==> src/rtl/regfile_writeback_queue.sv <==
// regfile_writeback_queue
//   Writer-side front end for the 8x16 register file. Results from the
//   execution units are queued in order as (index, data) pairs and drained
//   to the register-file write port at most once per cycle. Operand fetch
//   can look up its A and B read indices against the queued entries, so a
//   read sees results that have not been written yet.
//
// Ports
//   clk, reset                 clock (rising edge), async active-high reset
//   in_valid/in_ready          producer handshake; in_ready = !full
//   in_index, in_data          incoming writeback
//   drain_stall                write port busy, hold the head entry
//   rf_we/rf_c_index/rf_d_input  register-file write port
//   a_index/b_index            lookup indices from operand fetch
//   a_hit/a_fwd_data           newest queued data for a_index (0 on miss)
//   b_hit/b_fwd_data           same for b_index
//   count/empty/full           occupancy, from the registered count
module regfile_writeback_queue #(
  parameter int DEPTH  = 4,
  parameter int DATA_W = 16,
  parameter int IDX_W  = 3
) (
  input  logic                       clk,
  input  logic                       reset,
  input  logic                       in_valid,
  output logic                       in_ready,
  input  logic [IDX_W-1:0]           in_index,
  input  logic [DATA_W-1:0]          in_data,
  input  logic                       drain_stall,
  output logic                       rf_we,
  output logic [IDX_W-1:0]           rf_c_index,
  output logic [DATA_W-1:0]          rf_d_input,
  input  logic [IDX_W-1:0]           a_index,
  input  logic [IDX_W-1:0]           b_index,
  output logic                       a_hit,
  output logic [DATA_W-1:0]          a_fwd_data,
  output logic                       b_hit,
  output logic [DATA_W-1:0]          b_fwd_data,
  output logic [$clog2(DEPTH+1)-1:0] count,
  output logic                       empty,
  output logic                       full
);

  localparam int PTR_W = $clog2(DEPTH);
  localparam int CNT_W = $clog2(DEPTH+1);

  logic [IDX_W-1:0]  idx_mem  [DEPTH];
  logic [DATA_W-1:0] data_mem [DEPTH];
  logic [PTR_W-1:0]  head, tail;
  logic [CNT_W-1:0]  cnt;
  logic              push, pop;

  assign empty    = (cnt == '0);
  assign full     = (cnt == CNT_W'(DEPTH));
  assign count    = cnt;
  // No same-cycle pass-through: a full queue refuses even while popping.
  assign in_ready = !full;
  assign push     = in_valid && in_ready;
  assign rf_we    = !empty && !drain_stall;
  assign pop      = rf_we;

  assign rf_c_index = empty ? '0 : idx_mem[head];
  assign rf_d_input = empty ? '0 : data_mem[head];

  // NOTE: sequential state uses non-blocking assignments so every flop
  // samples pre-edge values regardless of process ordering.
  always_ff @(posedge clk or posedge reset) begin
    if (reset) begin
      head <= '0;
      tail <= '0;
      cnt  <= '0;
    end else begin
      if (push) tail <= tail + PTR_W'(1);
      if (pop)  head <= head + PTR_W'(1);
      case ({push, pop})
        2'b10:   cnt <= cnt + CNT_W'(1);
        2'b01:   cnt <= cnt - CNT_W'(1);
        default: cnt <= cnt;
      endcase
    end
  end

  // NOTE: entry storage has no reset; validity comes from head/count alone,
  // so stale contents are never observed and the array maps to plain RAM.
  always_ff @(posedge clk) begin
    if (push) begin
      idx_mem[tail]  <= in_index;
      data_mem[tail] <= in_data;
    end
  end

  // Forwarding scan from oldest to youngest; a later match overwrites an
  // earlier one so the entry closest to tail wins. The head entry counts
  // even while it is being written, since the register file updates only
  // at the edge. The entry being pushed this cycle is not yet occupied.
  always_comb begin
    logic [PTR_W-1:0] pos;
    // NOTE: every output of this block gets a default first so no path
    // leaves it unassigned and no latch is inferred.
    a_hit      = 1'b0;
    a_fwd_data = '0;
    b_hit      = 1'b0;
    b_fwd_data = '0;
    pos        = '0;
    for (int i = 0; i < DEPTH; i++) begin
      pos = head + i[PTR_W-1:0];
      if (CNT_W'(i) < cnt) begin
        if (idx_mem[pos] == a_index) begin
          a_hit      = 1'b1;
          a_fwd_data = data_mem[pos];
        end
        if (idx_mem[pos] == b_index) begin
          b_hit      = 1'b1;
          b_fwd_data = data_mem[pos];
        end
      end
    end
  end

endmodule

==> config.mk <==
export PLATFORM = sky130hd
export DESIGN_NAME = regfile_writeback_queue
export DESIGN_NICKNAME = d
export VERILOG_FILES = /design/src/rtl/regfile_writeback_queue.sv
export SDC_FILE = /design/constraint.sdc
export NUM_CORES = 1
export LEC_CHECK = 0
export CAP_MARGIN = 20
export CORE_MARGIN = 1
export CORE_UTILIZATION = 31
export DETAILED_ROUTE_END_ITERATION = 8
export PLACE_DENSITY = 0.62
export SETUP_SLACK_MARGIN = 0.1
export SYNTH_ARGS = -nofsm -noshare
export SYNTH_HDL_FRONTEND = slang
export SYNTH_SLANG_ARGS = --single-unit
export TNS_END_PERCENT = 20
==> constraint.sdc <==
create_clock -name clk -period 5.65 [get_ports clk]
set_clock_uncertainty 0.15 [all_clocks]
set_input_delay 0.8475 -clock clk [delete_from_list [all_inputs] [get_ports clk]]
set_output_delay 0.8475 -clock clk [all_outputs]
set_load 0.01 [all_outputs]
Yosys cells after proc, flatten, opt, wreduce, memory -nomap -nowiden
Memory sizes are Yosys's and may differ from the RTL's.
Index checks and enable logic that the tools add are counted.
- flip-flop bits (word level): 7
- latch bits: 0
- RAM bits: 76
- memory bits (read-only): 0
- bits of input ports: 29
- output and inout port bits: 60
- logic and storage cells: 70
- memories: 2
- memory list (name ; words ; width ; rd ports ; clocked after Yosys merged registers in ; wr ports ; RTL line ; text):
    data_mem ; 4 ; 16 ; 4 ; 0 ; 1 ; 48 ; logic [DATA_W-1:0] data_mem [DEPTH];
    idx_mem ; 4 ; 3 ; 4 ; 0 ; 1 ; 47 ; logic [IDX_W-1:0] idx_mem [DEPTH];
- add/sub/neg operators: 6
- multipliers: 0
- divide/modulo/power cells: 0
- order comparisons: 4
- eq/ne operators: 11
- shift operators: 0
- muxes and demuxes: 37
- bitwise operators: 0
- reduce and logical (&&, ||, !) cells: 7
- operators by type and width (operator ; count):
    16-bit 2-to-1 mux ; 17
    3-bit == test ; 8
    1-bit 2-to-1 mux ; 18
    1-bit by 3-bit less-than comparator with 1-bit output, first input constant ; 2
    2-bit by 3-bit less-than comparator with 1-bit output, first input constant ; 2
    3-bit one-hot mux with 2 select lines ; 1
    2-bit by 1-bit adder with 2-bit output, second input constant ; 2
    2-bit adder, second input constant ; 2
    3-bit by 1-bit adder with 3-bit output, second input constant ; 1
    3-bit == test, second input constant ; 1
    1-bit zero test ; 3
    3-bit zero test ; 1
    3-bit 2-to-1 mux ; 1
    3-bit by 1-bit subtractor with 3-bit output, second input constant ; 1
    2-bit by 1-bit == test with 1-bit output, second input constant ; 1
    2-bit == test, second input constant ; 1
    1-bit logical AND ; 2
    2-bit nonzero test ; 1

Longest topological paths before layout
An unclocked memory read counts as a cell.
- depth in word-level cells: 10
- depth in mapped cells: 10

Least setup slack after synthesis
OpenSTA, ideal clock, no wires.
- kind: input to output
- from: input a_index[1]
- to: output a_fwd_data[10]
- arrival: 2523 ps
- setup slack: 2130 ps
- cell stages on the path: 8
- path through: buf_1 > or2_2 > mux2i_1 > o21ai_1 > a2111oi_4 > buf_6 > a221oi_2 > o22ai_1
- cells in the longest elaborated chain, start to end: 9
- elaborated cells on any way between the ends: 12
- those cells by class: eq/ne (4); mux (8)
- ends and longest elaborated chain (what ; RTL line ; text):
    from (decl) ; 33 ; input logic [IDX_W-1:0] a_index,
    3-bit == test ; 108 ; if (idx_mem[pos] == a_index) begin
    16-bit 2-to-1 mux ; 108 ;
    16-bit 2-to-1 mux ; 107 ; if (CNT_W'(i) < cnt) begin
    16-bit 2-to-1 mux ; 108 ;
    16-bit 2-to-1 mux ; 107 ;
    16-bit 2-to-1 mux ; 108 ;
    16-bit 2-to-1 mux ; 107 ;
    16-bit 2-to-1 mux ; 108 ;
    16-bit 2-to-1 mux * ; 107 ;
    to (decl) ; 36 ; output logic [DATA_W-1:0] a_fwd_data,
Every way passes the cells marked *; elsewhere a longest branch is shown, timed or not.

Worst setup path after layout
- from: register head[0]
- to: output b_fwd_data[10]
- cells in the longest elaborated chain, start to end: 10
- elaborated cells on any way between the ends: 17
- those cells by class: add/sub (3); eq/ne (4); mux (8); memory (2)
- ends and longest elaborated chain (what ; RTL line ; text):
    from (decl) ; 49 ; logic [PTR_W-1:0] head, tail;
    from (signal assigned) ; 74 ; if (pop) head <= head + PTR_W'(1);
    branches (longest 9 deep; another with memory read 4 x 3 bit) ; n/a ;
    16-bit 2-to-1 mux * ; 107 ;
    to (decl) ; 38 ; output logic [DATA_W-1:0] b_fwd_data,
Every way passes the cells marked *.

==> impl_metrics.toml <==
[yosys]
syn_area_um2 = 6070
syn_inst = 605
syn_nets = 643
synth_enable_flop_cells = 76
ys_seq_area_share_pct = 40.5
synth.distinct_cells = 45
yosys_register_bits = 83
syn_avg_cell_area_um2 = 10.0
synth_flop_cell = "edfxtp_1"
async_flop_share_pct = 8.43
ys.warnings.count = 0

[global_route]
grt_max_degree = 65
grt_pass1_vias = 4511
grt_usage_pct = 16.8
overflow = 0
grt_pass1_wl_um = 25500
antenna_found_initial = 0

[power_and_ir_drop]
power_density_nw_per_um2 = 690
ir_worst_vdd_mv = 0.390
power_leakage_nw = 2.82

[clock_network]
clock_path_buffers = 2
htreeDepth = 3
cts_inserted_buffers = 9
cts-root-buf = "clkbuf_16"
cts_sinks = 83
clock_latency_ps = 340
ctsResizeCount = 0
clk_pin_slew_ps = 60
hold_buffers = 0
post-cts-setup-buffers = 0
cts_tree = "yes"

[die]
io_pins = 89
die_y_um = 142
fp.dieW_um = 142
core_um2 = 19000
rows = 50
fp.dieArea_um2 = 20200
initial_core_util_pct = 32.0

[drt]
vias = 4857
wl_per_cell_um = 17.7
dr.first_iter.drc_count = 348
ant_nets = 0
avgViaCountPerCell = 5.18
drc = 0
wl_um = 16600
first_pass_iters = 5

[place]
gp_congestion = 0.774
dpl.hpwl_um = 11300
io_buffers = 88

[finish]
final_common_cell = "clkdlybuf4s50_1"
final_util_pct = 39.8
area_growth_syn_to_layout_pct = 24.1
layout_common_cells = "88 x clkdlybuf4s50_1, 76 x edfxtp_1, 69 x nor2_1, 59 x o21ai_0, 48 x mux2i_1"
nets = 711
drive_gt1_share_pct = 16.2
num-fill-cells = 1843
n_antenna_cell = 0

[setup_path]
required_ps = 4650
arrival_ps = 4070
path_class = "reg2out"
end_kind = "output port"
cp_max_fo = 40
ff2ff_setup_slack_ps = 3370
startpoint_type = "register"

[hold_path]
hp-class = "reg2reg"

[sta]
finalCritPeriodShare_pct = 89.6
max_freq_ghz = 0.197
period_needed_ps = 5060
fin_setup_tns_ps = 0
rsz0062_at_grt = "no"
maxSlewViolCount = 0
relSlewSlack_pct = 38.9
finalHoldViolations = 0
finalSetupViolCount = 0
tightest_slew_ps = 913

[run]
maxCapViolCount = 0

[status]
status = "complete, no violations"
-- critical path: stages (launching register included) --
cell	delay (ps)
dfrtp_4	830
mux4_2	590
xnor2_1	230
nand4_1	630
buf_4	450
a21bo_2	210
a21oi_1	40
o22ai_1	140
clkdlybuf4s50_1	590
-- per-stage QoR --
stage	instance area, um2	setup slack, ps	instances	total power [W]	hold WS, ps
3_5_place_dp	7190	957	921	0.00452	490
3_3_place_gp	7190	998	921	0.00452	466
2_1_floorplan	6070	2130	605	0.00319	430
4_1_cts	7530	605	937	0.00522	499
6_report	7540	586	938	0.00520	486
5_1_grt	7540	342	938	0.00555	541
-- power breakdown --
part	internal (W)	switching (W)
clock	0.000431	0.000240
combinational	0.00167	0.00187
sequential	0.000823	0.000168
-- cell usage after synthesis, types with 2 or more instances --
master     n  share of area (%)
mux4_2     9                3.3
nor2b_1    3               0.31
buf_4      4               0.49
a21oi_1   32                2.6
edfxtp_1  76                 38
a221oi_1   6               0.87
mux2i_1   48                7.9
a21bo_2   16                2.6
inv_1     25                1.5
buf_1      8               0.49
o21ai_1    7               0.58
mux2_2    32                5.9
xor2_1    19                2.7
clkbuf_1  27                1.7
o22ai_1   32                3.3
nand3_1    3               0.25
o21ai_0   59                4.9
nor2_1    69                4.3
mux2_1     3               0.56
a211oi_1  15                1.9
nand4_1    4               0.41
xnor2_1   11                1.6
buf_2      8               0.66
buf_6      3               0.56
ha_1       9                1.9
a221oi_2  10                2.5
nand2b_1   2               0.21
nand2_1   38                2.3
and3_1     4               0.41
and2_1     2               0.21
dfrtp_1    7                2.9
-- logic make-up after synthesis --
group,synth area share (%)
compound gates,20.6
simple gates,9.62
mux,17.7
flops,40.5
buf+inv,5.42
xor+xnor,4.33
fa+ha+maj,1.85
-- sequential cells by signal, indices dropped and copies added, names as in the netlist --
signal and count:
count 3, idx_mem 12, head 2, tail 2, data_mem 64
-- final cells by class --
class	instances	area [um2]	share of cell area [%]
clock buffer	9	225	2.99
clock inverter	7	115	1.53
inverter	25	93.8	1.25
multi-input combinational	447	3290	43.6
sequential	83	2460	32.7
tap	260	325	4.32
timing repair buffer	107	1030	13.6
-- path summary, 6_finish.rpt --
check	start	to	cells after the start
max in group asynchronous	reset	head[0]	2
max	head[0]	b_fwd_data[10]	8
min	tail[0]	tail[0]	2
min in group asynchronous	reset	tail[0]	2
max reg2reg	count[0]	count[2]	8
min reg2reg	tail[0]	tail[0]	2
-- layer usage --
layer  up-vias  wire length, um  track usage [%]
met5         -                0                0
met1      2335             7740             22.8
met2       122             7810             27.5
met4         0              134             4.36
li1       2389                -                -
met3        11              878             2.96
(Power assumes the default switching activity.)
==> edit: new RTL, same settings <==
Set the parameter `IDX_W` to 4 (it was 3).
--- a/src/rtl/regfile_writeback_queue.sv
+++ b/src/rtl/regfile_writeback_queue.sv
@@ -19,5 +19,5 @@
   parameter int DEPTH  = 4,
   parameter int DATA_W = 16,
-  parameter int IDX_W  = 3
+  parameter int IDX_W  = 4
 ) (
   input  logic                       clk,
Interface: changed (resized a_index, b_index, in_index and rf_c_index); port bits go from 89 to 93. The function was not compared with the original's and may differ.
==> edit against the original RTL <==
Register-to-register slack worse by 240 ps; routed wire length rose by 3.5%; total power down 6.5%; clock power shrank 13%; sequential cell count up 4; area after synthesis is 1.8% higher; setup slack got worse by 150 ps; design area rose by 1.4%; critical path type unchanged; highest routed layer unchanged.
==> edit: results (changes against the original RTL) <==
outcome:
  outcome: "finished clean"
timing:
  relSlewSlack: 0.434  # +0.0445
  hold_ws_ps: 500  # +13.4 ps
yosys:
  yosysSeqAreaShare: 0.417  # +0.0121
  synth_mux_area_frac: 0.173  # -0.00421
  synth-edff-count: 80  # +5.3%
  synth.area.top_cells: "edfxtp_1, mux2_2, mux4_2, mux2i_1, xnor2_1"
  synth_xor_area_frac: 0.0522  # +0.00893
  synth-adder-area-share: 0.0182  # -0.000334
  syn_nets: 601  # -6.5%
  syn_avg_cell_area_um2: 11.0  # +10%
  ys_top_cells_by_count: "edfxtp_1, nand2_1, o21ai_0"
worst_setup_path:
  cpMaxStageDelayCell: "dfrtp_2"
  critPathMaxStageDelay_ps: 770  # -60 ps
  reg2reg_depth: 9  # +1
  r2r_setup_slack_ps: 3130  # -240 ps
  worstPathArrival_ps: 4220  # +150 ps
  path_max_fanout: 31  # -23%
final_layout:
  clk_share: 0.0396  # -0.00552
  multiInputGateArea_mm2: 0.00331  # +0.65%
  synthToLayoutAreaGrowth_pct: 23.6
  nNonClkBuffers: 111  # +3.7%
  seq_share: 0.338  # +0.0113
  fillers: 1903  # +3.3%
  clock_buffers: 12  # +3
placement:
  place_area_mm2: 0.00731  # +1.7%
  dp_hpwl_um: 12200  # +8.2%
  dp.cells: 886  # -3.8%
  gp_congestion: 0.833  # +7.6%
  dp_slack_ps: 851  # -106 ps
route:
  drtIter0Drc: 392  # +13%
  via_per_inst: 5.46  # +5.4%
  post_drt_wl_per_cell_um: 19.0  # +7.6%
grt:
  grt_usage: 0.172  # +0.00359
  grt_pass1_wl_um: 26500  # +4.0%
  grt_pass1_vias: 4901  # +8.6%
power:
  p_clk_frac: 0.120  # -0.009
  combPwrFrac: 0.666  # -0.015
  ir_worst_vdd_mv: 0.197  # -49%
  pg_clk_uw: 582  # -13%
==> edit: how the worst max path moves through the flow <==
stage / start / cells after the start / endpoint / slack (ps)
2_1_floorplan: head[0] / 9 / b_fwd_data[10] / 2330
3_3_place_gp: head[1] / 8 / a_fwd_data[4] / 950
3_5_place_dp: head[1] / 8 / a_fwd_data[4] / 850
4_1_cts: head[1] / 8 / a_fwd_data[3] / 470
5_1_grt: head[1] / 8 / a_fwd_data[3] / 230
6_report: head[1] / 8 / a_fwd_data[2] / 430
==> edit: metal layers <==
| layer | GRT usage | share of wire | vias to the layer above |
|---|---|---|---|
| li1 | - | - | 2303 |
| met1 | 0.203 | 0.42 | 2411 |
| met2 | 0.296 | 0.50 | 167 |
| met3 | 0.0255 | 0.043 | 49 |
| met4 | 0.100 | 0.047 | 0 |
| met5 | 0 | 0 | - |
